==> config.mk <==
export PLATFORM = sky130hd
export DESIGN_NAME = uart_boot_loader_flat
export DESIGN_NICKNAME = d
export VERILOG_FILES = /design/src/rtl/uart_boot_loader_pkg.sv /design/src/rtl/uart_boot_loader_if.sv /design/src/rtl/uart_boot_loader_rx.sv /design/src/rtl/uart_boot_loader.sv /design/src/flat_wrapper.sv
export SDC_FILE = /design/constraint.sdc
export NUM_CORES = 1
export LEC_CHECK = 0
export CAP_MARGIN = 10
export CELL_PAD_IN_SITES_DETAIL_PLACEMENT = 1
export CELL_PAD_IN_SITES_GLOBAL_PLACEMENT = 1
export CORE_UTILIZATION = 45
export DETAILED_ROUTE_END_ITERATION = 8
export PLACE_DENSITY = 0.85
export SLEW_MARGIN = 20
export SYNTH_ARGS = -nofsm -noshare
export SYNTH_HDL_FRONTEND = slang
export SYNTH_SLANG_ARGS = --single-unit
==> constraint.sdc <==
create_clock -name clk -period 2.7 [get_ports clk]
set_clock_uncertainty 0.05 [all_clocks]
set_input_delay 0.54 -clock clk [delete_from_list [all_inputs] [get_ports clk]]
set_output_delay 0.54 -clock clk [all_outputs]
set_load 0.01 [all_outputs]
==> src/rtl/uart_boot_loader_pkg.sv <==
// Shared types and constants for the UART boot loader: loader and receiver state
// encodings, the frame header byte and the byte-within-word index width.
package uart_boot_loader_pkg;

    typedef enum logic [2:0] {
        IDLE,
        LEN,
        DATA,
        CSUM,
        DONE,
        ERR
    } boot_state_t;

    typedef enum logic [1:0] {
        RX_IDLE,
        RX_START,
        RX_DATA,
        RX_STOP
    } rx_state_t;

    localparam logic [7:0] BOOT_HDR   = 8'hA5;
    localparam int         BYTE_IDX_W = 2;

endpackage

==> src/rtl/uart_boot_loader_if.sv <==
// Instruction-memory write port and boot status bundle between the loader (master)
// and the memory / core-reset logic it feeds (slave).
interface uart_boot_loader_if #(
    parameter int ADDR_W = 8
);

    logic              imem_we;
    logic [ADDR_W-1:0] imem_addr;
    logic [31:0]       imem_wdata;
    logic              core_hold;
    logic              boot_done;
    logic              boot_err;
    logic [ADDR_W:0]   word_cnt;

    modport master (
        output imem_we,
        output imem_addr,
        output imem_wdata,
        output core_hold,
        output boot_done,
        output boot_err,
        output word_cnt
    );

    modport slave (
        input imem_we,
        input imem_addr,
        input imem_wdata,
        input core_hold,
        input boot_done,
        input boot_err,
        input word_cnt
    );

endinterface

==> src/rtl/uart_boot_loader_rx.sv <==
// 8N1 UART receiver: 2-flop synchroniser, start-bit glitch rejection, centre sampling,
// and single-cycle byte_valid / frame_err pulses.
module uart_boot_loader_rx
    import uart_boot_loader_pkg::*;
#(
    parameter int CLKS_PER_BIT = 868
) (
    input  logic       clk,
    input  logic       rst,
    input  logic       uart_rx,
    output logic [7:0] rx_byte,
    output logic       byte_valid,
    output logic       frame_err
);

    localparam int HALF_BIT = (CLKS_PER_BIT / 2 > 0) ? CLKS_PER_BIT / 2 : 1;
    localparam int CNT_W    = $clog2(CLKS_PER_BIT + 1);

    rx_state_t        state;
    logic [1:0]       sync;
    logic             rx_prev;
    logic [CNT_W-1:0] cnt;
    logic [2:0]       bit_idx;

    // Idle detection is edge based so a line held low after a bad stop bit
    // cannot retrigger a new frame until it has returned high.
    always_ff @(posedge clk or negedge rst) begin
        if (!rst) begin
            state      <= RX_IDLE;
            sync       <= 2'b11;
            rx_prev    <= 1'b1;
            cnt        <= '0;
            bit_idx    <= '0;
            rx_byte    <= '0;
            byte_valid <= 1'b0;
            frame_err  <= 1'b0;
        end else begin
            sync       <= {sync[0], uart_rx};
            rx_prev    <= sync[1];
            byte_valid <= 1'b0;
            frame_err  <= 1'b0;
            case (state)
                RX_IDLE: begin
                    if (rx_prev && !sync[1]) begin
                        state <= RX_START;
                        cnt   <= '0;
                    end
                end
                RX_START: begin
                    if (cnt == CNT_W'(HALF_BIT - 1)) begin
                        cnt     <= '0;
                        bit_idx <= '0;
                        state   <= sync[1] ? RX_IDLE : RX_DATA;
                    end else begin
                        cnt <= cnt + 1'b1;
                    end
                end
                RX_DATA: begin
                    if (cnt == CNT_W'(CLKS_PER_BIT - 1)) begin
                        cnt     <= '0;
                        rx_byte <= {sync[1], rx_byte[7:1]};
                        if (bit_idx == 3'd7) begin
                            state <= RX_STOP;
                        end else begin
                            bit_idx <= bit_idx + 1'b1;
                        end
                    end else begin
                        cnt <= cnt + 1'b1;
                    end
                end
                RX_STOP: begin
                    if (cnt == CNT_W'(CLKS_PER_BIT - 1)) begin
                        cnt        <= '0;
                        state      <= RX_IDLE;
                        byte_valid <= sync[1];
                        frame_err  <= !sync[1];
                    end else begin
                        cnt <= cnt + 1'b1;
                    end
                end
                default: state <= RX_IDLE;
            endcase
        end
    end

endmodule

==> src/rtl/uart_boot_loader.sv <==
// UART boot loader: receives an A5/len/data/checksum image, writes it into instruction
// memory and holds the core in reset until it verifies. Option macro: BOOT_TIMEOUT_EN.
module uart_boot_loader
    import uart_boot_loader_pkg::*;
#(
    parameter int CLK_FREQ_HZ = 100_000_000,
    parameter int BAUD        = 115200,
`ifdef BOOT_TIMEOUT_EN
    parameter int TIMEOUT_CYC = 1_000_000,
`endif
    parameter int ADDR_W      = 8
) (
    input  logic                  clk,
    input  logic                  rst,
    input  logic                  uart_rx,
    uart_boot_loader_if.master    bus
);

    localparam int CLKS_PER_BIT = CLK_FREQ_HZ / BAUD;
    localparam int CNT_W        = ADDR_W + 1;

    logic [7:0]            rx_byte;
    logic                  byte_valid;
    logic                  frame_err;
    boot_state_t           state;
    logic [CNT_W-1:0]      len;
    logic [23:0]           word_buf;
    logic [BYTE_IDX_W-1:0] byte_idx;
    logic [7:0]            sum;

    uart_boot_loader_rx #(
        .CLKS_PER_BIT(CLKS_PER_BIT)
    ) u_rx (
        .clk       (clk),
        .rst       (rst),
        .uart_rx   (uart_rx),
        .rx_byte   (rx_byte),
        .byte_valid(byte_valid),
        .frame_err (frame_err)
    );

    // A length byte of zero stands for a full memory image.
    function automatic logic [CNT_W-1:0] decode_len(input logic [7:0] n);
        return (n == 8'd0) ? (CNT_W'(1) << ADDR_W) : CNT_W'(n);
    endfunction

`ifdef BOOT_TIMEOUT_EN
    localparam int TMO_W = $clog2(TIMEOUT_CYC + 1);
    logic [TMO_W-1:0] tmo_cnt;
`endif

    always_ff @(posedge clk or negedge rst) begin
        if (!rst) begin
            state          <= IDLE;
            len            <= '0;
            word_buf       <= '0;
            byte_idx       <= '0;
            sum            <= '0;
            bus.imem_we    <= 1'b0;
            bus.imem_addr  <= '0;
            bus.imem_wdata <= '0;
            bus.core_hold  <= 1'b1;
            bus.boot_done  <= 1'b0;
            bus.boot_err   <= 1'b0;
            bus.word_cnt   <= '0;
`ifdef BOOT_TIMEOUT_EN
            tmo_cnt        <= '0;
`endif
        end else begin
            bus.imem_we <= 1'b0;
            case (state)
                IDLE, DONE, ERR: begin
                    if (byte_valid && rx_byte == BOOT_HDR) begin
                        state         <= LEN;
                        bus.core_hold <= 1'b1;
                        bus.boot_done <= 1'b0;
                        bus.boot_err  <= 1'b0;
                        bus.word_cnt  <= '0;
                        sum           <= '0;
                        byte_idx      <= '0;
                    end
                end
                LEN: begin
                    if (frame_err) begin
                        state        <= ERR;
                        bus.boot_err <= 1'b1;
                    end else if (byte_valid) begin
                        len   <= decode_len(rx_byte);
                        state <= DATA;
                    end
                end
                DATA: begin
                    if (frame_err) begin
                        state        <= ERR;
                        bus.boot_err <= 1'b1;
                    end else if (byte_valid) begin
                        sum <= sum + rx_byte;
                        if (byte_idx == '1) begin
                            // Last byte of the word: strobe the write and advance.
                            bus.imem_we    <= 1'b1;
                            bus.imem_addr  <= bus.word_cnt[ADDR_W-1:0];
                            bus.imem_wdata <= {rx_byte, word_buf};
                            bus.word_cnt   <= bus.word_cnt + 1'b1;
                            byte_idx       <= '0;
                            if (bus.word_cnt + 1'b1 == len) begin
                                state <= CSUM;
                            end
                        end else begin
                            case (byte_idx)
                                2'd0:    word_buf[7:0]   <= rx_byte;
                                2'd1:    word_buf[15:8]  <= rx_byte;
                                default: word_buf[23:16] <= rx_byte;
                            endcase
                            byte_idx <= byte_idx + 1'b1;
                        end
                    end
                end
                CSUM: begin
                    if (frame_err) begin
                        state        <= ERR;
                        bus.boot_err <= 1'b1;
                    end else if (byte_valid) begin
                        if (rx_byte == sum) begin
                            state         <= DONE;
                            bus.boot_done <= 1'b1;
                            bus.core_hold <= 1'b0;
                        end else begin
                            state        <= ERR;
                            bus.boot_err <= 1'b1;
                        end
                    end
                end
                default: state <= IDLE;
            endcase
`ifdef BOOT_TIMEOUT_EN
            // Placed after the case so an expiry overrides any same-cycle transition.
            if (state == LEN || state == DATA || state == CSUM) begin
                if (byte_valid) begin
                    tmo_cnt <= '0;
                end else if (tmo_cnt == TMO_W'(TIMEOUT_CYC - 1)) begin
                    tmo_cnt       <= '0;
                    state         <= ERR;
                    bus.boot_err  <= 1'b1;
                    bus.core_hold <= 1'b1;
                end else begin
                    tmo_cnt <= tmo_cnt + 1'b1;
                end
            end else begin
                tmo_cnt <= '0;
            end
`endif
        end
    end

endmodule

==> src/flat_wrapper.sv <==
// flat-port wrapper written by rule: the top's interface ports become plain ports
module uart_boot_loader_flat import uart_boot_loader_pkg::*;
#(
    parameter int CLK_FREQ_HZ = 100_000_000,
    parameter int BAUD        = 115200,

    parameter int ADDR_W      = 8
)
  (clk, rst, uart_rx, bus_imem_we, bus_imem_addr, bus_imem_wdata, bus_core_hold, bus_boot_done, bus_boot_err, bus_word_cnt);
  uart_boot_loader_if #(.ADDR_W(ADDR_W)) bus_i ();
  input  logic clk;
  input  logic rst;
  input  logic uart_rx;
  output wire logic [$bits(bus_i.imem_we)-1:0] bus_imem_we;
  output wire logic [$bits(bus_i.imem_addr)-1:0] bus_imem_addr;
  output wire logic [$bits(bus_i.imem_wdata)-1:0] bus_imem_wdata;
  output wire logic [$bits(bus_i.core_hold)-1:0] bus_core_hold;
  output wire logic [$bits(bus_i.boot_done)-1:0] bus_boot_done;
  output wire logic [$bits(bus_i.boot_err)-1:0] bus_boot_err;
  output wire logic [$bits(bus_i.word_cnt)-1:0] bus_word_cnt;
  assign bus_imem_we = bus_i.imem_we;
  assign bus_imem_addr = bus_i.imem_addr;
  assign bus_imem_wdata = bus_i.imem_wdata;
  assign bus_core_hold = bus_i.core_hold;
  assign bus_boot_done = bus_i.boot_done;
  assign bus_boot_err = bus_i.boot_err;
  assign bus_word_cnt = bus_i.word_cnt;
  uart_boot_loader #(.CLK_FREQ_HZ(CLK_FREQ_HZ), .BAUD(BAUD), .ADDR_W(ADDR_W)) u_core (.clk(clk), .rst(rst), .uart_rx(uart_rx), .bus(bus_i));
endmodule
# [Word level (Yosys, flattened, before mapping)]
# Index checks and enable logic that the tools add are counted.
[word_totals] ff_bits=127 in_bits=3 output_inout_bits=53 word_cells=158
[op_classes] add_sub_neg=5 n_eq_ne=36 muxes=64 bitwise=3 n_reduce_logical=28
[ops] cell="9-bit two-way mux" count=5
[ops] cell="3-bit two-way mux" count=12
[ops] cell="5-bit AND reduction" count=7
[ops] cell="10-bit two-way mux" count=3
[ops] cell="10-bit case mux with 3 select lines" count=1
[ops] cell="8-bit two-way mux" count=3
[ops] cell="1-bit two-way mux" count=21
[ops] cell="2-bit two-way mux" count=10
[ops] cell="2-bit != test, second input constant" count=10
[ops] cell="9-bit case mux with 2 select lines" count=1
[ops] cell="8-bit case mux with 2 select lines" count=1
[ops] cell="3-bit != test, second input constant" count=4
[ops] cell="3-bit case mux with 4 select lines" count=1
[ops] cell="4-bit AND reduction" count=3
[ops] cell="10-bit by 1-bit adder with 10-bit output, second input constant" count=1
[ops] cell="10-bit == test, second input constant" count=1
[ops] cell="10-bit by 9-bit == test with 1-bit output, second input constant" count=1
[ops] cell="9-bit by 1-bit adder with 9-bit output, second input constant" count=1
[ops] cell="3-bit == test, second input constant" count=3
[ops] cell="9-bit == test" count=1
[ops] cell="8-bit adder" count=1
[ops] cell="8-bit == test" count=1
[ops] cell="8-bit == test, second input constant" count=1
[ops] cell="8-bit logical NOT" count=1
[ops] cell="25 further kinds" count=42

# [Longest topological paths before layout]
[depth] depth_word=7 ltp_mapped=8 depth_no_buf=7

# [Cells and area by module]
# Synthesis repeated with hierarchy kept, for this count alone.
[unflattened] hier_cells=495 hier_area_um2=5978.2
[modules_own_cells] mod="uart_boot_loader" instances=1 cells_each=375 area_each_um2=4636.9 seq_area_each_um2=2478.6
[modules_own_cells] mod="uart_boot_loader_rx" instances=1 cells_each=120 area_each_um2=1341.3 seq_area_each_um2=704.4

# [Least setup slack after synthesis]
# No wires, ideal clock.
[synth_path] path_kind="register to register" startpoint="register u_core.u_rx.cnt[4]" endpoint="register u_core.u_rx.rx_byte[0]" setup_time_ns=0.125 t_arrival_ns=2.048 required_ns=2.525 slack_ns=0.477 stages_incl_launch_ff=7 path_buffers=2 synth_period_minus_slack_ns=2.223 cell_sequence="dfrtp_1 -> or2_1 -> or4_1 -> buf_2 -> or3_1 -> buf_6 -> mux2_4"
[synth_between] elab_chain_len=2
[synth_rtl] item="start: declaration" line="uart_boot_loader_rx.sv:22" text="logic [CNT_W-1:0] cnt;"
[synth_rtl] item="start signal: assignment" line="uart_boot_loader_rx.sv:55" text="cnt <= cnt + 1'b1;"
[synth_rtl] item="start signal: assignment" line="uart_boot_loader_rx.sv:68" text="cnt <= cnt + 1'b1;"
[synth_rtl] item="start signal: assignment" line="uart_boot_loader_rx.sv:78" text="cnt <= cnt + 1'b1;"
[synth_rtl] item="10-bit == test" line="uart_boot_loader_rx.sv:59" text="if (cnt == CNT_W'(CLKS_PER_BIT - 1)) begin"
[synth_rtl] item="2-bit AND reduction (no line)"
[synth_rtl] item="end signal: assignment" line="uart_boot_loader_rx.sv:61" text="rx_byte <= {sync[1], rx_byte[7:1]};"
[synth_rtl] item="end: declaration" line="uart_boot_loader_rx.sv:11" text="output logic [7:0] rx_byte,"
# Every way passes these cells.
# A chain may end at the register's enable or synchronous reset.

# [Final worst setup path]
# Ends and elaborated chain as after synthesis.

==> results.py <==
metrics = {
    "synthesis": {
        "synthArstFlopShare": 1.00,
        "ys_ff_latch": 127,
        "syn-num-nets": 615,
        "avgSynthCellArea_um2": 10.2,
        "synth_ff_type": "dfrtp_1",
        "syn-cell-area_um2": 6090,
        "synthDistinctLibCells": 61,
        "synth_seq_area_share": 0.522,
        "synth_edf_count": 0,
        "synthCells": 595,
        "ys_warn_count": 0,
    },
    "cts": {
        "clkTransAtPathRegs_ns": 0.06,
        "hold_buffers": 0,
        "cts_tree": "done",
        "htreeDepth": 4,
        "cts_max_path_buffers": 2,
        "postCtsSetupRepairBufs": 0,
        "cts_root_buf": "clkbuf_16",
        "cts_inserted_buffers": 17,
        "cts.sinks": 127,
        "cts-resized-gates": 0,
        "clkLatencyLatePin_ns": 0.43,
    },
    "critical_path": {
        "cp_max_fo": 9,
        "max_stage_delay_ns": 0.62,
        "critPathKind": "flop to flop",
        "path_cells": "or2_1, or4_1, or3_1, mux2_4",
        "cp_num_cells": 4,
        "path_delay_family": "simple AND/OR/NAND/NOR gates",
        "critPathSlowestCell": "or4_1",
        "end_kind": "flop",
        "arrival_ns": 2.73,
        "worstPathRequired_ns": 2.96,
        "rr_worst_depth": 4,
        "crit_buf_inv": 0,
        "cp-start-kind": "flop",
    },
    "grt": {
        "grt_util_met2": 0.497,
        "grt_usage": 0.282,
        "antenna_found_initial": 0,
        "overflow": 0,
        "gr-usage-met3": 0.0512,
        "met1_usage": 0.336,
        "grt_pass1_vias": 5526,
        "grt_first_pass_wirelength_um": 30100,
        "busiest_layer": "met2",
        "grt_max_degree": 53,
    },
    "layout": {
        "drive_above_1_share": 0.154,
        "final_nets": 676,
        "final_common_cell": "nand2_1",
        "area_growth_pct": 23.1,
        "finalNonFillerCells": 844,
        "fillers": 1438,
        "final_cell_mix": "nand2_1, dfrtp_1, clkdlybuf4s50_1",
        "antenna_cells": 0,
    },
    "timing": {
        "fin_crit_sh": 0.916,
        "setup_tns_ns": 0,
        "fmax_mhz": 404,
        "tightest_slew_ns": 0.699,
        "layout_min_cycle_time_ns": 2.47,
        "whs_ns": 0.100,
        "hold_violations": 0,
        "rsz0062_at_grt": "no",
        "setup_violations": 0,
        "relSlewSlack": 0.534,
        "drv_slew": 0,
    },
    "drt": {
        "wl_um": 18400,
        "postRouteAntennaNets": 0,
        "routed_via_density": 5.80,
        "route.detailed.drc": 0,
        "first_pass_iters": 5,
        "routedWlPerCell_um": 21.7,
        "num_vias": 4895,
        "drt_iter0_markers": 297,
    },
    "worst_hold_path": {
        "hold_path.class": "input port to async pin",
    },
    "die": {
        "die_w_um": 118,
        "placementRows": 42,
        "dieArea_um2": 14000,
        "start_util": 0.460,
        "fp.dieH_um": 118,
        "core-area_um2": 13200,
        "io_pins": 56,
    },
    "placement": {
        "gp_congestion": 0.829,
        "io_buffer_count": 55,
        "dp_hpwl_um": 11500,
        "place_inst": 813,
    },
    "status": {
        "outcome": "finished, final reports clean",
    },
    "power": {
        "power-per-cell-area_nw_per_um2": 642,
        "peakVddDrop_mv": 0.484,
        "power_leakage_nw": 3.67,
    },
    "job": {
        "cap_violations": 0,
    },
}
[routing by layer]
metal	share of wire	vias to the layer above	wire, um
met5	0	-	0
met4	0.022	0	403
met3	0.041	31	745
met2	0.53	120	9730
met1	0.41	2550	7470
li1	-	2194	-
[where the power goes]
group | internal [W] | switching, W
Combinational | 0.000132 | 0.000154
Sequential | 0.00198 | 0.000105
Clock | 0.00158 | 0.000870
[synth_stat cells, types with 3 or more instances]
cell type  number  share of area
mux2_2         35          0.065
and4_1          3         0.0043
nand3_1        12         0.0099
dfrtp_1       123           0.51
xor2_1          7          0.010
o41ai_1         5         0.0072
clkbuf_1       18          0.011
nor3_1         11         0.0090
o311ai_0        3         0.0043
a31oi_1         3         0.0031
nand2_1       147          0.091
ha_1           16          0.033
a22oi_1         3         0.0037
nor4_1          5         0.0051
xnor2_1        10          0.014
and2_1          3         0.0031
nor2b_1         4         0.0041
mux2_4          7          0.017
and3_1          8         0.0082
a21o_1          8         0.0099
o31ai_1        14          0.017
dfstp_2         4          0.017
buf_2           3         0.0025
nand4b_1        3         0.0043
or3_1           3         0.0031
nor3b_1         7         0.0086
o21ai_0        33          0.027
o2bb2ai_1       3         0.0043
mux2i_1         4         0.0066
nand4_1         4         0.0041
a21oi_1        11         0.0090
inv_1          15         0.0092
buf_1           5         0.0031
nor2_1         18          0.011
nor4b_1         3         0.0043
[logic make-up after synthesis]
logic type | count (synthesis) | synth area share
buffers and inverters | 47 | 0.0345
XOR/XNOR | 17 | 0.0244
AO/OA/AOI/OAI | 99 | 0.109
flip-flops | 127 | 0.522
AND/OR/NAND/NOR | 242 | 0.185
adder cells (fa/ha/maj) | 17 | 0.0361
multiplexers | 46 | 0.0885
[per-stage QoR]
| stage | total power (W) | setup slack [ns] | utilization | cell area [um^2] |
|---|---|---|---|---|
| 2_1_floorplan | 0.00227 | 0.477 | - | 6090 |
| 3_3_place_gp | 0.00235 | 0.324 | 0.519 | 6880 |
| 3_5_place_dp | 0.00239 | 0.179 | 0.519 | 6880 |
| 4_1_cts | 0.00484 | 0.237 | 0.567 | 7500 |
| 5_1_grt | 0.00495 | 0.0304 | 0.567 | 7500 |
| 6_report | 0.00482 | 0.226 | 0.567 | 7500 |
[layout make-up]
class | count | area (um^2) | share of cell area
sequential | 127 | 3180 | 0.424
multi-input combinational | 421 | 2710 | 0.361
timing repair buffer | 73 | 708 | 0.0944
clock buffer | 24 | 502 | 0.0669
tap | 176 | 220 | 0.0293
clock inverter | 7 | 125 | 0.0167
inverter | 16 | 60.1 | 0.00800
[state kept, by name (all words and copies together), names as in the netlist, named ones only]
name / cells
u_core.bus.word_cnt: 9
u_core.sum: 8
u_core.bus.boot_done: 1
u_core.byte_idx: 2
u_core.bus.imem_wdata: 32
u_core.u_rx.rx_prev: 1
u_core.u_rx.byte_valid: 1
u_core.bus.core_hold: 1
u_core.state: 3
u_core.u_rx.rx_byte: 8
u_core.u_rx.frame_err: 1
u_core.u_rx.sync: 2
u_core.word_buf: 24
u_core.bus.imem_addr: 8
u_core.len: 9
u_core.bus.imem_we: 1
u_core.bus.boot_err: 1
u_core.u_rx.cnt: 10
u_core.u_rx.state: 1
u_core.u_rx.bit_idx: 3
[worst paths after layout]
kind                                startpoint                     end  slack [ns]
setup / recovery            u_core.u_rx.cnt[4]  u_core.u_rx.rx_byte[0]        0.23
hold / removal                             rst     u_core.bus.boot_err        0.10
setup reg to reg            u_core.u_rx.cnt[4]  u_core.u_rx.rx_byte[0]        0.23
hold reg to reg            u_core.u_rx.sync[0]     u_core.u_rx.sync[1]        0.31
max in group asynchronous                  rst     u_core.word_buf[21]        1.67
min in group clk           u_core.u_rx.sync[0]     u_core.u_rx.sync[1]        0.31
Power figures use the tool's default switching activity.
